===== config.mk =====
export PLATFORM = sky130hd
export DESIGN_NAME = alu_share_arbiter
export DESIGN_NICKNAME = d
export VERILOG_FILES = /design/src/rtl/alu_share_arbiter_pkg.sv /design/src/rtl/alu_share_arbiter_rr_arb2.sv /design/src/rtl/alu_share_arbiter.sv
export SDC_FILE = /design/constraint.sdc
export NUM_CORES = 1
export LEC_CHECK = 0
export ABC_AREA = 1
export CORE_AREA = 2 2 129 131
export CTS_BUF_LIST = sky130_fd_sc_hd__clkbuf_2
export CTS_CLUSTER_DIAMETER = 60
export DETAILED_ROUTE_END_ITERATION = 10
export DIE_AREA = 0 0 131 133
export MAX_ROUTING_LAYER = met4
export PLACE_DENSITY_LB_ADDON = 0.08
export SYNTH_ARGS = -nofsm -noshare
export SYNTH_HDL_FRONTEND = slang
export SYNTH_SLANG_ARGS = --single-unit

===== constraint.sdc =====
create_clock -name clk -period 1.1 [get_ports clk]
set_input_delay 0.165 -clock clk [delete_from_list [all_inputs] [get_ports clk]]
set_output_delay 0.165 -clock clk [all_outputs]
set_load 0.03 [all_outputs]

===== src/rtl/alu_share_arbiter_pkg.sv =====
// Shared definitions for the ALU share arbiter: execute command encodings,
// status-register bit positions and the response-buffer state type.
package alu_share_arbiter_pkg;

  localparam logic [3:0] ADD_EXE = 4'd0;
  localparam logic [3:0] SUB_EXE = 4'd1;
  localparam logic [3:0] ADC_EXE = 4'd2;
  localparam logic [3:0] SBC_EXE = 4'd3;
  localparam logic [3:0] AND_EXE = 4'd4;
  localparam logic [3:0] ORR_EXE = 4'd5;
  localparam logic [3:0] EOR_EXE = 4'd6;
  localparam logic [3:0] MOV_EXE = 4'd7;

  localparam int unsigned SR_Z = 3;
  localparam int unsigned SR_C = 2;
  localparam int unsigned SR_N = 1;
  localparam int unsigned SR_V = 0;

  typedef enum logic {StEmpty, StFull} buf_state_e;

endpackage


===== src/rtl/alu_share_arbiter_rr_arb2.sv =====
// Two-input arbiter. With ALU_ARB_RR_EN defined it is round-robin on a
// `last` pointer (reset to 1 so port 0 wins the first tie); otherwise fixed priority to port 0.
module rr_arb2 (
  input  logic       clk,
  input  logic       rst_n,
  input  logic [1:0] req,
  input  logic       update,
  output logic [1:0] gnt
);

`ifdef ALU_ARB_RR_EN
  logic last_q, last_d;

  always_ff @(posedge clk or negedge rst_n) begin
    if (!rst_n) begin
      last_q <= 1'b1;
    end else begin
      last_q <= last_d;
    end
  end

  always_comb begin
    last_d = last_q;
    if (update) last_d = gnt[1];
  end

  // On a tie the port that did not win last time takes the grant.
  always_comb begin
    gnt = req;
    if (req == 2'b11) gnt = last_q ? 2'b01 : 2'b10;
  end
`else
  logic unused_rr;
  assign unused_rr = ^{clk, rst_n, update};

  always_comb begin
    gnt = req;
    if (req[0]) gnt = 2'b01;
  end
`endif

endmodule


===== src/rtl/alu_share_arbiter.sv =====
// Shares one combinational ALU between two requesters with one-deep response
// buffers and an architectural {Z,C,N,V} register. Round-robin via ALU_ARB_RR_EN.
module alu_share_arbiter
  import alu_share_arbiter_pkg::*;
#(
  parameter int unsigned W     = 32,
  parameter int unsigned CMD_W = 4
) (
  input  logic             clk,
  input  logic             rst_n,
  input  logic             req0_valid,
  output logic             req0_ready,
  input  logic [W-1:0]     req0_val1,
  input  logic [W-1:0]     req0_val2,
  input  logic [CMD_W-1:0] req0_cmd,
  input  logic             req0_cin,
  input  logic             req0_use_c,
  input  logic             req0_s,
  input  logic             req1_valid,
  output logic             req1_ready,
  input  logic [W-1:0]     req1_val1,
  input  logic [W-1:0]     req1_val2,
  input  logic [CMD_W-1:0] req1_cmd,
  input  logic             req1_cin,
  input  logic             req1_use_c,
  input  logic             req1_s,
  output logic             rsp0_valid,
  input  logic             rsp0_ready,
  output logic [W-1:0]     rsp0_result,
  output logic [3:0]       rsp0_sr,
  output logic             rsp1_valid,
  input  logic             rsp1_ready,
  output logic [W-1:0]     rsp1_result,
  output logic [3:0]       rsp1_sr,
  output logic [W-1:0]     alu_val1,
  output logic [W-1:0]     alu_val2,
  output logic             alu_cin,
  output logic [CMD_W-1:0] alu_cmd,
  input  logic [W-1:0]     alu_result,
  input  logic [3:0]       alu_sr,
  output logic [3:0]       sr
);

  buf_state_e buf_q [2];
  buf_state_e buf_d [2];
  logic [1:0] req_valid, rsp_ready, elig, gnt;
  logic [W-1:0] result_q [2];
  logic [3:0]   rsp_sr_q [2];
  logic [3:0]   sr_q;
  logic         sr_we;

  assign req_valid = {req1_valid, req0_valid};
  assign rsp_ready = {rsp1_ready, rsp0_ready};

  rr_arb2 u_arb (
    .clk    (clk),
    .rst_n  (rst_n),
    .req    (elig),
    .update (|gnt),
    .gnt    (gnt)
  );

  // Buffer state register
  always_ff @(posedge clk or negedge rst_n) begin
    if (!rst_n) begin
      buf_q[0] <= StEmpty;
      buf_q[1] <= StEmpty;
    end else begin
      buf_q[0] <= buf_d[0];
      buf_q[1] <= buf_d[1];
    end
  end

  // Buffer next state: drain-and-refill in one cycle keeps it full
  always_comb begin
    for (int n = 0; n < 2; n++) begin
      buf_d[n] = buf_q[n];
      unique case (buf_q[n])
        StEmpty: if (gnt[n]) buf_d[n] = StFull;
        StFull:  if (rsp_ready[n] && !gnt[n]) buf_d[n] = StEmpty;
        default: buf_d[n] = StEmpty;
      endcase
    end
  end

  // Buffer-derived outputs and eligibility
  always_comb begin
    for (int n = 0; n < 2; n++) begin
      elig[n] = req_valid[n] & ((buf_q[n] == StEmpty) | rsp_ready[n]);
    end
    rsp0_valid = (buf_q[0] == StFull);
    rsp1_valid = (buf_q[1] == StFull);
    req0_ready = gnt[0];
    req1_ready = gnt[1];
  end

  // ALU drive; port 0 is the idle default so the ALU inputs stay quiet
  always_comb begin
    if (gnt[1]) begin
      alu_val1 = req1_val1;
      alu_val2 = req1_val2;
      alu_cmd  = req1_cmd;
      alu_cin  = req1_use_c ? sr_q[SR_C] : req1_cin;
    end else begin
      alu_val1 = req0_val1;
      alu_val2 = req0_val2;
      alu_cmd  = req0_cmd;
      alu_cin  = req0_use_c ? sr_q[SR_C] : req0_cin;
    end
  end

  assign sr_we = (gnt[0] & req0_s) | (gnt[1] & req1_s);

  always_ff @(posedge clk or negedge rst_n) begin
    if (!rst_n) begin
      result_q[0] <= '0;
      result_q[1] <= '0;
      rsp_sr_q[0] <= '0;
      rsp_sr_q[1] <= '0;
      sr_q        <= '0;
    end else begin
      for (int n = 0; n < 2; n++) begin
        if (gnt[n]) begin
          result_q[n] <= alu_result;
          rsp_sr_q[n] <= alu_sr;
        end
      end
      if (sr_we) sr_q <= alu_sr;
    end
  end

  assign rsp0_result = result_q[0];
  assign rsp1_result = result_q[1];
  assign rsp0_sr     = rsp_sr_q[0];
  assign rsp1_sr     = rsp_sr_q[1];
  assign sr          = sr_q;

endmodule


Yosys cells after proc, flatten, opt, wreduce, memory -nomap -nowiden:

Index checks and enable logic that the tools add are counted.

* flip-flop bits (word level): 78
* bits of input ports: 184
* output and inout bits: 149
* word-level logic and storage cells: 33

* mux-type cells: 13
* bitwise gates (word level): 9
* reductions and logical operators: 4

Operators with widths (number)
* two-way mux 32 bit: 2
* two-way mux 1 bit: 7
* bitwise AND 1 bit: 4
* two-way mux 4 bit: 1
* case mux 1 bit (2 select lines): 2
* bitwise OR 1 bit: 3
* logical AND 1 bit: 2
* zero test 1 bit: 2
* two-way mux 2 bit: 1
* NOT 1 bit: 2

Logic depth before layout (Yosys ltp):

Gate-level depths: netlist (run 1).

* word-level depth: 8
* gate-level depth with buffers: 9
* gate-level depth less buffers: 8

Modules after synthesis:

A second synthesis (run 1) with hierarchy kept.

* cell total of the unflattened synthesis: 568
* area, all modules: 3898.7 µm²

Modules (own cells, without submodules)
* alu_share_arbiter: instances 1, cells each 565, area an instance 3881.2 µm², seq. area each 1951.9 µm²
* rr_arb2: instances 1, cells each 3, area an instance 17.5 µm², seq. area each 0.0 µm²

Least setup slack after synthesis (run 1):

No wires, ideal clock.

* path kind: register to output
* start point: register buf_q, in the netlist rsp0_valid
* end point: output alu_cin
* arrival: 1.690 ns
* data required time: 0.935 ns
* slack: -0.755 ns
* stages on the path, launching flop included: 6
* buffers on the path: 1
* cells stage by stage: dfrtp_1 -> nand2_1 -> nand2_1 -> nand2_2 -> buf_4 -> o21ai_0

* longest elaborated chain between the ends: 5

Ends and longest elaborated chain
* start, declared: RTL line alu_share_arbiter.sv:44 `buf_state_e buf_q [2];`
* NOT 1 bit
* bitwise OR 1 bit: RTL line alu_share_arbiter.sv:89 `elig[n] = req_valid[n] & ((buf_q[n] == StEmpty) | rsp_ready[n]);`
* bitwise AND 1 bit: RTL line alu_share_arbiter.sv:89
* two-way mux 2 bit: RTL line alu_share_arbiter_rr_arb2.sv:38 `if (req[0]) gnt = 2'b01;`
* two-way mux 1 bit: RTL line alu_share_arbiter.sv:99 `if (gnt[1]) begin`
* end, declared: RTL line alu_share_arbiter.sv:37 `output logic alu_cin,`

Every way passes these cells.

Worst setup path after layout (run 1):

* start point: register buf_q, in the netlist rsp1_valid
* end point: output alu_val2[24]

* longest elaborated chain between the ends: 5

Ends and longest elaborated chain
* NOT 1 bit
* bitwise OR 1 bit: RTL line alu_share_arbiter.sv:89
* bitwise AND 1 bit: RTL line alu_share_arbiter.sv:89
* two-way mux 2 bit: RTL line alu_share_arbiter_rr_arb2.sv:38
* two-way mux 32 bit: RTL line alu_share_arbiter.sv:99
* end, declared: RTL line alu_share_arbiter.sv:36 `output logic [W-1:0] alu_val2,`

Every way passes these cells.

==> results.md, run 1 <==
- H-tree levels: 3
- Top-count cell post-synth: nand2_1
- Die area: 17400 um^2
- Flop2flop setup slack: -520 ps
- Worst clock skew: 22.6 ps
- Wirelength, routed: approximately 18 mm
- Non-filler cells, final: ~1.1k
- Cell Pwr Density: roughly 1300 nW/um^2
- R2R Path Start: rsp1_valid
- Outcome: finished with violations
- Hold Slack: 150 ps
- Max Slew Vio Count: 0
- Synthesized area per cell: just over 7 um^2
- RR Endpoint: rsp1_result[12]
- Most used cell, CP: nand2_4
- Hold WC Path Type: in -> async
- Slew @ Worst Pin: 417 ps
- Crit end category: primary output
- RSZ-0062 raised after global routing: yes
- # fillers: ~1.5k
- CTS tree: built
- Num CTS Buffers: 9
- Seq cells post-synth: 78
- Root buffer cell: clkbuf_2
- Area share of the largest cell type after synthesis: just over 50%
- Vias in the first global route: 4652
- Adder-Cell Fraction of Synth Area: 0%
- Routed wire per std cell: roughly 16 um
- Worst-path fanout max: 11
- Total GRT Usage: between 10% and 20%
- Routability cong.: between 0.8 and 0.9
- MaxCap Viol Count: 0
- Via count: 4670
- Worst setup margin: -949 ps
- Post-Synth Simple-Gate Area: between 20% and 30%
- CP arrival: approximately 1900 ps
- Placed Instances: roughly 1.1k
- GRT Residual Overflow: 0
- Commonest cells in the netlist: 293 x nand2_1, 78 x dfrtp_1, 69 x o21ai_0
- Worst-skew pair later-pin latency: about 530 ps
- CP cell instances: a21oi_4 > nand2_4 > buf_12 > clkbuf_16 > nand2_2 > nand2_4 > buf_4
- Period Utilization, post-route: 186%
- Final Hold Fails: 0
- DRC: 0
- Req. time, crit path: 940 ps
- Xor/xnor share of the synthesized area: 0%
- Final setup viols: 226
- EDFF count, synth: 0
- Largest net degree at the start of global routing: 79
- Top post-synthesis cells by area: dfrtp_1 51%, nand2_1 29%, o21ai_0 9.1%, inv_1 4.0%, buf_4 1.8%
- Detailed Route Iter0 Violations: 177
- Detail Placement HPWL: approximately 14 mm
- Min Tclk post-route: approximately 2000 ps
- Num rows: 47
- Proportion of layout cells with a drive suffix above 1: about two fifths
- Pre-CTS setup slack: -701 ps
- Initial cell density of the core: approximately a quarter
- Worst path max stage delay: about 470 ps
- Post-Syn Instances: 526
- Vias per cell: roughly 4.3
- Die Y-Extent: ~130 um
- Area leader, netlist: dfrtp_1
- Most used DFF post-synth: dfrtp_1
- Net Count, Synth: 710
- Leak Pwr: 4.20 nW
- Largest family of logic cells by synthesized area: simple AND/OR/NAND/NOR gates
- Reg clk slew, reported paths: ~220 ps
- Final Instance Area: roughly 8700 um^2
- Syn. warnings: 0
- R2r worst-path depth: 8
- Initial antenna violation count: 1
- Drt pass-1 iters: 4
- Core area: about 16000 um^2
- Post-route setup TNS: -96890 ps
- Yosys cell types: 14
- Util after Layout: between 50% and 60%
- Synth-to-Final Area Change: 127%
- Critical path launch point type: flip-flop
- Setup CP Type: reg -> out
- Failing checks: setup timing
- Post-synthesis instance area: between 3000 and 4000 um^2
- Clk sinks: 78
- Die Wd: between 100 and 150 um
- Placed standard-cell area: 7760 um^2
- Max Buffers Root-to-Sink: 2
- First-pass GRT wire length: 25.6 mm
- Buffers on Ports: roughly 330
- Antenna-violating nets left: 0
- Part of the Yosys area used for sequential elements: around half
- Post-synthesis mux area share: less than 1%
- Fmax achieved: ~0.49 GHz
- # nets final: 1053
- VDD IR max: 0.736 mV
- Ports: 333
- Worst slew margin: around 72%
- Synth Area in Compound Gates: around 9.9%
- Async set-or-reset flop fraction in the synthesized netlist: 100%
- Tot Pwr: 11.1 mW
- CP max stage cell: dfrtp_2
[sequential cells by signal, indices dropped and copies added (netlist names)]
name	cells
rsp0_result	32
rsp1_result	32
rsp0_sr	4
rsp1_sr	4
sr	4
rsp0_valid	1
rsp1_valid	1
[cells in the final DEF (no fill, tap or decap), types with 2 or more instances in the layout]
cell,instances
clkbuf_2,10
buf_16,4
inv_1,40
o21ai_0,46
dfrtp_2,2
nand2_1,145
nand2_2,57
clkinv_2,2
buf_4,86
nand2_4,92
bufinv_16,3
clkbuf_16,3
buf_6,73
nand3_1,5
dfrtp_1,76
clkdlybuf4s50_1,182
o21ai_1,27
buf_12,12
[worst max-delay path: cells and delay by family (launching register included)]
family,cells,cell delay (ps)
AOI/OAI and AO/OA,1,160
DFF,1,470
and+or+nand+nor,3,240
buffers and inverters,3,490
[repair_timing]
item | in CTS | in global routing
hold buffers | 1 | 0
setup endpoints to repair | 226 | 226
endpoints found under the hold margin | 78 | 0
gates resized for setup | 89 | 94
buffers inserted | 4 | 2
pin swaps | 1 | 0
cloned | 2 | 3
[power by group]
group / switching, mW / internal (mW)
combinational: 3.00 / 2.46
sequential: 0.308 / 3.31
clock: 1.00 / 0.990
total: 4.32 / 6.75
[routing by layer]
layer,up-vias,wire length (um),GRT usage [%]
met4,0,429,6.03
met5,-,0,-
met3,31,1480,5.66
li1,2294,-,-
met1,2155,6820,21.3
met2,190,9120,34.3
[final cells by class]
cell class | count | area [um^2] | area share, %
Clock buffer | 10 | 50.0 | 0.578
Inverter | 43 | 173 | 1.99
Tap cell | 220 | 275 | 3.18
Sequential cell | 78 | 1950 | 22.6
Antenna cell | 1 | 2.50 | 0.0289
Clock inverter | 6 | 109 | 1.26
Timing Repair Buffer | 362 | 3740 | 43.2
Multi-Input combinational cell | 375 | 2360 | 27.3
[cells by family (layout without fill, tap and decap cells)]
logic type / count (synthesis) / count (layout)
simple gates: 299 / 299
flops: 78 / 78
compound gates: 75 / 75
buf+inv: 73 / 421
mux: 1 / 1
other cells: 0 / 1
[how the worst max path moves through the flow]
stage | from | endpoint | slack, ps | depth (start not counted)
6_report | rsp1_valid | alu_val2[24] | -950 | 7
5_1_grt | rsp1_valid | alu_val2[25] | -1080 | 7
4_1_cts | rsp1_valid | alu_val1[2] | -1040 | 7
3_5_place_dp | rsp0_ready | sr[2] | -700 | 11
3_3_place_gp | rsp1_ready | alu_val1[2] | -690 | 9
2_1_floorplan | rsp1_valid | alu_val2[15] | -310 | 7
Note: power is estimated with default switching activity, not from simulation.
==> run 2, diff against run 1 <==
Settings changed: CAP_MARGIN set to 20, CORE_AREA 2 2 129 131 to 2 2 128 130, DIE_AREA 0 0 131 133 to 0 0 130 132, SYNTH_HIERARCHICAL set to 1.
==> results.md, run 2 <==
- Met3 GRT Util: 6.94% (+1.3 points)
- Initial antenna violation count: 2 (+1)
- Largest net degree at the start of global routing: 21 (-73%)
- Die area: 17200 um^2 (-1.5%)
- CP max stage cell: dfrtp_2
- Synth-to-Final Area Change: 163%
- Period Utilization, post-route: 202% (+16 points)
- CP arrival: 2060 ps (+180 ps)
- Routability cong.: 0.857 (+3.8%)
- Placed standard-cell area: 7890 um^2 (+1.7%)
- R2r worst-path depth: 11 (+3)
- Slew @ Worst Pin: 268 ps (-149 ps)
- Met2 Use GR: 42.2% (+7.9 points)
- Routed wire per std cell: 17.8 um (+8.9%)
- Min Tclk post-route: 2220 ps (+175 ps)
- Synthesized area per cell: 6.87 um^2 (-5.2%)
- Cell Pwr Density: 1200 nW/um^2 (-5.9%)
- Detailed Route Iter0 Violations: 215 (+21%)
- Die Wd: 130 um (-0.76%)
- Worst slew margin: 82.1% (+9.9 points)
- Root buffer cell: clkbuf_2
- Leak Pwr: 5.21 nW (+24%)
- Hold wc startpoint: alu_result[10]
- Num rows: 46 (-2.1%)
- Final Hold Fails: 0 (unchanged)
- Worst setup margin: -1120 ps (-175 ps)
- Most common cell after layout, fill and taps aside: nand2_1
- Worst path max stage delay: 420 ps (-50 ps)
- MaxCap Viol Count: 0 (unchanged)
- Proportion of layout cells with a drive suffix above 1: 49.6% (+9.4 points)
- CP cell instances: inv_2 > o21a_4 > nor2_4 > buf_12 > buf_12 > buf_16 > nand2_2 > nand2_4 > buf_6
- CP startpoint: rsp0_valid
- Vias in the first global route: 5191 (+12%)
- RSZ-0062 raised after global routing: yes
- RR Endpoint: rsp1_result[0]
- Antenna-violating nets left: 0 (unchanged)
- Most used cell, CP: buf_12
- Max Buffers Root-to-Sink: 2 (unchanged)
- Detail Placement HPWL: 14.2 mm (+4.7%)
- R2R Path Start: rsp0_valid
- Hold path depth: 3
- CTS tree: built
- Flop2flop setup slack: -670 ps (-150 ps)
- GR met1 Demand/Resource: 25.0% (+3.7 points)
- GRT Residual Overflow: 0 (unchanged)
- Syn. warnings: 6 (+6)
- First-pass GRT wire length: 30.4 mm (+19%)
- Layer with the highest usage: met2
- Hold Slack: 163 ps (+12.8 ps)
- Wirelength, routed: 21.4 mm (+20%)
- Buffers on Ports: 332 (unchanged)
- Clk sinks: 78 (unchanged)
- Initial cell density of the core: 24.8% (+1.2 points)
- H-tree levels: 3 (unchanged)
- Max Slew Vio Count: 0 (unchanged)
- Worst Hold End: rsp1_result[10]
- Non-filler cells, final: 1204 (+10%)
- Post-route setup TNS: -136960 ps (-40070 ps)
- Pre-CTS setup slack: -765 ps (-64.0 ps)
- Post-synthesis instance area: 3890 um^2 (+2.2%)
- Setup CP Type: reg -> out
- # fillers: 1271 (-17%)
- Reg clk slew, reported paths: 220 ps (about the same)
- Worst-path fanout max: 7 (-4)
- Drt pass-1 iters: 4 (unchanged)
- Fmax achieved: 0.450 GHz (-7.9%)
- Core area: 15700 um^2 (-2.8%)
- Req. time, crit path: 940 ps (about the same)
- Vias per cell: 4.45 (+4.3%)
- Final setup viols: 227 (+0.44%)
- Worst-skew pair later-pin latency: 540 ps (about the same)
- Failing checks: setup timing
- Hold WC Path Type: in -> reg
- Critical path launch point type: flip-flop
- Die Y-Extent: 132 um (-0.75%)
- Post-Syn Instances: 567 (+7.8%)
- Final Instance Area: 10300 um^2 (+18%)
- # nets final: 1166 (+11%)
- Most frequent cells in the layout: 220 x nand2_1, 182 x clkdlybuf4s50_1, 133 x buf_6
- Crit end category: primary output
- VDD IR max: 0.964 mV (+31%)
- Via count: 5358 (+15%)
- DRC: 0 (unchanged)
- Outcome: finished with violations
- Placed Instances: 1107 (+3.7%)
- Total GRT Usage: 23.9% (+4.3 points)
- Num CTS Buffers: 9 (unchanged)
- Net Count, Synth: 751 (+5.8%)
- Worst clock skew: 16.4 ps (-6.11 ps)
- Ports: 333 (unchanged)
## run 2: cell types whose count changed in the layout (fill, tap and decap cells not counted), sizes merged, moves of 2 or more
cell,delta
nand2,+142
inv,-33
o21a,+2
clkinv,+2
o21ai,-72
bufinv,-2
buf,+73
## run 2: worst max-delay path by stage
| stage | to | slack [ps] | cells after the start |
|---|---|---|---|
| after floorplan | alu_val2[10] | -600 | 9 |
| after CTS | alu_val1[25] | -1110 | 10 |
| after global placement | alu_val1[9] | -760 | 8 |
| final | alu_val2[14] | -1120 | 9 |
| after detailed placement | alu_val1[4] | -770 | 8 |
| after global routing | alu_val1[25] | -1250 | 9 |
## run 2: area by class of cell
class                      count  area (um^2)  share of cell area [%]
timing repair buffer         436         4980                    48.5
multi-input combinational    447         2890                    28.2
sequential                    78         1950                    19.0
tap                          216          270                    2.63
inverter                      10         61.3                   0.598
clock inverter                 5         51.3                   0.500
clock buffer                  10         50.0                   0.488
antenna                        2         5.00                  0.0488
## run 2: power breakdown
part	total [mW]	switching [mW]	internal, mW
Combinational	7.10	3.59	3.51
Clock	1.52	1.01	0.508
Sequential	3.72	0.386	3.33
## run 2: critical path, delay by kind of cell, from the launching register on
kind,cells,cell delay [ps]
buffers and inverters,5,600
flip-flops,1,420
AND/OR/NAND/NOR,3,310
AO/OA/AOI/OAI,1,200
## run 2: stage by stage
| stage | util [%] | total power [mW] |
|---|---|---|
| floorplan | - | 6.45 |
| global placement | 50.2 | 8.94 |
| detailed placement | 50.2 | 8.99 |
| CTS | 59.1 | 11.5 |
| global route | 65.3 | 13.0 |
| finish | 65.3 | 12.3 |
## run 2: per-layer routing
layer,up-vias,part of all wire (%)
met5,-,0
met4,0,3.6
met3,44,7.3
met2,219,53
met1,2574,36
li1,2521,-
## run 2: what timing repair did
item                       4_1_cts  5_1_grt
cloned                          15        2
hold endpoints to repair        78       13
pin swaps                        6       10
setup endpoints to repair      227      240
setup buffers                   16       51
gates resized for setup        217      167
hold buffers                     2        1
==> patch 1 (config.mk and constraints of run 1) <==
The option `ALU_ARB_RR_EN` is turned on by a define.
--- a/src/rtl/alu_share_arbiter_rr_arb2.sv
+++ b/src/rtl/alu_share_arbiter_rr_arb2.sv
@@ -1,5 +1,7 @@
 // Two-input arbiter. With ALU_ARB_RR_EN defined it is round-robin on a
 // `last` pointer (reset to 1 so port 0 wins the first tie); otherwise fixed priority to port 0.
+`define ALU_ARB_RR_EN
+
 module rr_arb2 (
   input  logic       clk,
   input  logic       rst_n,
Behaviour: not the same (Yosys sat finds a counterexample within 4 cycles, from zero or initial values and one cycle with rst_n low).
==> patch 1 against run 1 <==
Worst setup slack lost 0.040 ns; area after synthesis increased by 2.6%; non-clock buffer count increased by 51; critical endpoint is now alu_val1[12]; sequential cell count grew 1; critical path depth unchanged; register-to-register slack worse by 0.13 ns; design area rose by 12%; wire length grew 15%; the run still ends with negative setup slack left; total power grew 38%.
==> patch 1: results <==
metrics = {
    "yosys": {
        "synth_seq_area_share_pct": 50.6,
        "synth.top_cells.by_count": "nand2_1 (292), dfrtp_1 (78), inv_1 (43), o21ai_0 (42), o21ai_1 (33)",
        "synth_area_leaders": "dfrtp_1 (50%), nand2_1 (28%), o21ai_0 (5.4%), o21ai_1 (4.2%), inv_1 (4.1%)",
        "ys_types": 17,
        "synth_nets": 716,
        "avgSynthCellArea_um2": 7.35,
    },
    "placed_design": {
        "placed_cell_area_um2": 7820,
        "place_congestion": 0.858,
        "dpl.hpwl_mm": 13.8,
        "pre_cts_slack_ns": -0.748,
        "dp.cells": 1075,
    },
    "cts": {
        "cts_setup_buffers": 11,
        "ctsRootBufferMaster": "clkbuf_2",
        "cts_resized": 152,
        "path_clk_slew_ns": 0.24,
        "h-tree-depth": 3,
        "numCtsBuffers": 9,
    },
    "global_route": {
        "grtUsageTotal_pct": 21.6,
        "antenna_found_initial": 4,
        "grt_pass1_wl_mm": 27.7,
        "grt_max_degree": 31,
    },
    "setup_path": {
        "reg2regPathDepth": 9,
        "crit_slowest_cell": "dfrtp_2",
        "max_stage_delay_ns": 0.47,
        "path_max_fanout": 12,
        "worst_ep_arrival_time_ns": 1.92,
        "r2r_slack_ns": -0.65,
        "worst_path_dominant_cell_family": "flip-flops",
        "rr_endpoint": "rsp1_result[10]$_DFFE_PN0P_",
        "crit_end": "alu_val1[12]",
    },
    "timing": {
        "fin_skew_ns": 0.0301,
        "relSlewSlack_pct": 75.2,
        "finalSetupViolCount": 227,
        "setup_ws_ns": -0.990,
        "setup_tns_ns": -119.34,
        "holdWs_ns": 0.0515,
    },
    "power": {
        "max-vdd-ir-drop_mv": 1.10,
        "leakagePower_uw": 0.00470,
    },
    "layout": {
        "layout.nets": 1110,
        "fin_cells": 1155,
        "drive_gt1_share_pct": 43.0,
    },
    "flow_run": {
        "cap_violations": 0,
    },
    "routing": {
        "dr.first_iter.drc_count": 140,
        "vias": 5028,
        "finalWirelength_mm": 20.6,
    },
    "status": {
        "violations": "negative setup slack",
        "status": "finished with violations",
    },
}
==> patch 1: kinds of logic after synthesis <==
logic type             after synthesis  synth area share [%]
and+or+nand+nor                    301                  29.5
buffers and inverters               74                  9.47
DFF                                 79                  50.6
muxes                                1                 0.256
AOI/OAI and AO/OA                   77                  10.2
==> patch 1: per-layer routing <==
layer | wire, um | vias to the layer above | global-route usage [%]
met5 | 0 | - | -
met1 | 7340 | 2355 | 22.3
met2 | 11100 | 202 | 37.4
met3 | 1410 | 44 | 5.62
li1 | - | 2427 | -
met4 | 716 | 0 | 10.9
==> patch 1: area by class of cell <==
class	count	area, um2
fillers	1430	6450
diodes	4	10.0
repair buffers	413	4730
flip-flops and latches	79	1980
inverters	44	176
multi-input cells	379	2440
clock inverters	6	61.3
well taps	220	275
clock buffers	10	50.0
==> patch 1: where the power goes <==
group	switching, uW	internal, uW
logic	4910	4600
clock network	1030	521
registers	567	3630
total	6510	8750
==> patch 2 (flow settings as in run 1) <==
Made on the original files. Set the parameter `CMD_W` to 3 (it was 4).
--- a/src/rtl/alu_share_arbiter.sv
+++ b/src/rtl/alu_share_arbiter.sv
@@ -4,7 +4,7 @@
   import alu_share_arbiter_pkg::*;
 #(
   parameter int unsigned W     = 32,
-  parameter int unsigned CMD_W = 4
+  parameter int unsigned CMD_W = 3
 ) (
   input  logic             clk,
   input  logic             rst_n,
Ports: changed (resized alu_cmd, req0_cmd and req1_cmd); port bits go from 333 to 330. No check against the original RTL was run, so the function may have changed too.
==> patch 2 against run 1 <==
The run still ends with negative setup slack left; worst setup slack improved by 0.012 ns; highest routed layer unchanged; critical endpoint is now alu_val1[27]; wire length increased by 0.24%; design area decreased by 1.4%; via count increased by 1.4%; total power decreased by 5.8%; register-to-register slack about the same; non-clock buffer count increased by 7; area after synthesis increased by 0.39%; sequential cell count unchanged.
==> patch 2: results <==
metrics = {
    "setup_path": {
        "reg2reg_from": "rsp0_valid$_DFF_PN0_",
        "rr_endpoint": "rsp0_result[10]$_DFFE_PN0P_",
        "reg2regPathDepth": 10,
        "crit_end": "alu_val1[27]",
    },
    "timing": {
        "setup_tns_ns": -108.31,
        "fin_skew_ns": 0.0215,
        "setup_ws_ns": -0.937,
        "finalSetupViolCount": 239,
        "worstMarginPinSlew_ns": 0.661,
    },
    "placed_design": {
        "dp.cells": 1061,
        "io_buffer_count": 329,
        "dpl.hpwl_mm": 13.7,
        "place_congestion": 0.878,
    },
    "routing": {
        "wl_per_cell_um": 16.3,
        "vias": 4737,
        "finalWirelength_mm": 17.9,
        "dr.first_iter.drc_count": 138,
    },
    "power": {
        "leakagePower_uw": 0.00416,
        "switching_share_pct": 41.4,
        "max-vdd-ir-drop_mv": 0.797,
    },
    "yosys": {
        "synth_area_leaders": "dfrtp_1 (51%), nand2_1 (28%), o21ai_0 (8.8%), inv_1 (4.0%), buf_2 (1.6%)",
        "synth_seq_area_share_pct": 51.0,
        "ys_types": 15,
        "netlist_instances": 523,
        "muxShareOfSynthArea_pct": 0.262,
        "synth_nets": 705,
    },
    "global_route": {
        "grt_pass1_wl_mm": 25.6,
        "grtUsageTotal_pct": 19.9,
        "antenna_found_initial": 2,
        "grt_max_degree": 60,
    },
    "status": {
        "violations": "negative setup slack",
        "status": "finished with violations",
    },
    "layout": {
        "n_fill_cell": 1525,
        "drive_gt1_share_pct": 38.0,
    },
}
-- patch 2: cell types whose count changed in the layout (fill, tap and decap cells not counted), sizes merged, moves of 2 or more --
cell	delta
buf	+7
nand2	-3
bufinv	-3
clkdlybuf4s50	-2
clkinv	+2
-- patch 2: worst min-delay path by stage --
| stage | startpoint | to | slack [ns] | cells past startpoint |
|---|---|---|---|---|
| 2_1_floorplan | rst_n | rsp0_result[0]$_DFFE_PN0P_ | -0.13 | 0 |
| 3_3_place_gp | rst_n | rsp0_result[13]$_DFFE_PN0P_ | 0.05 | 1 |
| 3_5_place_dp | rst_n | rsp1_result[13]$_DFFE_PN0P_ | 0.06 | 1 |
| 4_1_cts | rst_n | rsp1_result[9]$_DFFE_PN0P_ | 0.09 | 3 |
| 5_1_grt | rst_n | rsp1_result[9]$_DFFE_PN0P_ | 0.08 | 3 |
| 6_report | rst_n | rsp0_result[31]$_DFFE_PN0P_ | 0.15 | 3 |
-- patch 2: critical path, delay by kind of cell (launching register included) --
kind	cells	cell delay (ns)
buf+inv	2	0.44
flops	1	0.46
simple gates	5	0.47
-- patch 2: layer usage --
layer  GRT usage [%]  vias up  part of all wire, %
li1                -     2299                    -
met5               -        -                    0
met1            21.6     2218                   37
met2            35.4      193                   52
met3            4.89       27                  8.6
met4            6.03        0                  2.6
-- patch 2: through the flow --
step                      setup slack (ns)  area [um2]  utilization, %
final                               -0.937        8550            52.9
after global routing                 -1.08        8550            52.9
after CTS                            -1.00        8320            51.4
after detailed placement            -0.687        7850            48.5
after global placement              -0.663        7850            48.5
after floorplan                     -0.325        4570               -
-- patch 2: area by class of cell --
cell class                 instances  area (um2)  share of cell area, %
timing repair buffer             369        3840                   44.9
tap                              220         275                   3.22
sequential                        78        1960                   22.9
clock inverter                     6        37.5                  0.439
multi-input combinational        372        2220                   26.0
inverter                          43         169                   1.98
antenna                            2        5.00                 0.0586
clock buffer                      10        50.0                  0.586
-- patch 2: cells by family after synthesis --
family / after synthesis
AO/OA/AOI/OAI: 75
buffers and inverters: 73
flip-flops: 78
multiplexers: 1
AND/OR/NAND/NOR: 296
-- patch 2: power groups by stage --
| stage | Combinational, uW | Clock, uW | Sequential [uW] |
|---|---|---|---|
| 2_1_floorplan | 1840 | 0 | 4490 |
| 3_3_place_gp | 5000 | 0 | 3620 |
| 3_5_place_dp | 5050 | 0 | 3630 |
| 4_1_cts | 5340 | 1420 | 3610 |
| 5_1_grt | 5770 | 1540 | 3700 |
| 6_report | 5450 | 1340 | 3640 |
-- patch 2: repair_timing --
action	in CTS	in global routing
setup endpoints to repair	217	239
buffers inserted	9	3
pin swaps	0	3
endpoints found under the hold margin	78	0
hold buffers	2	0
cloned	4	3
resized for setup	50	46
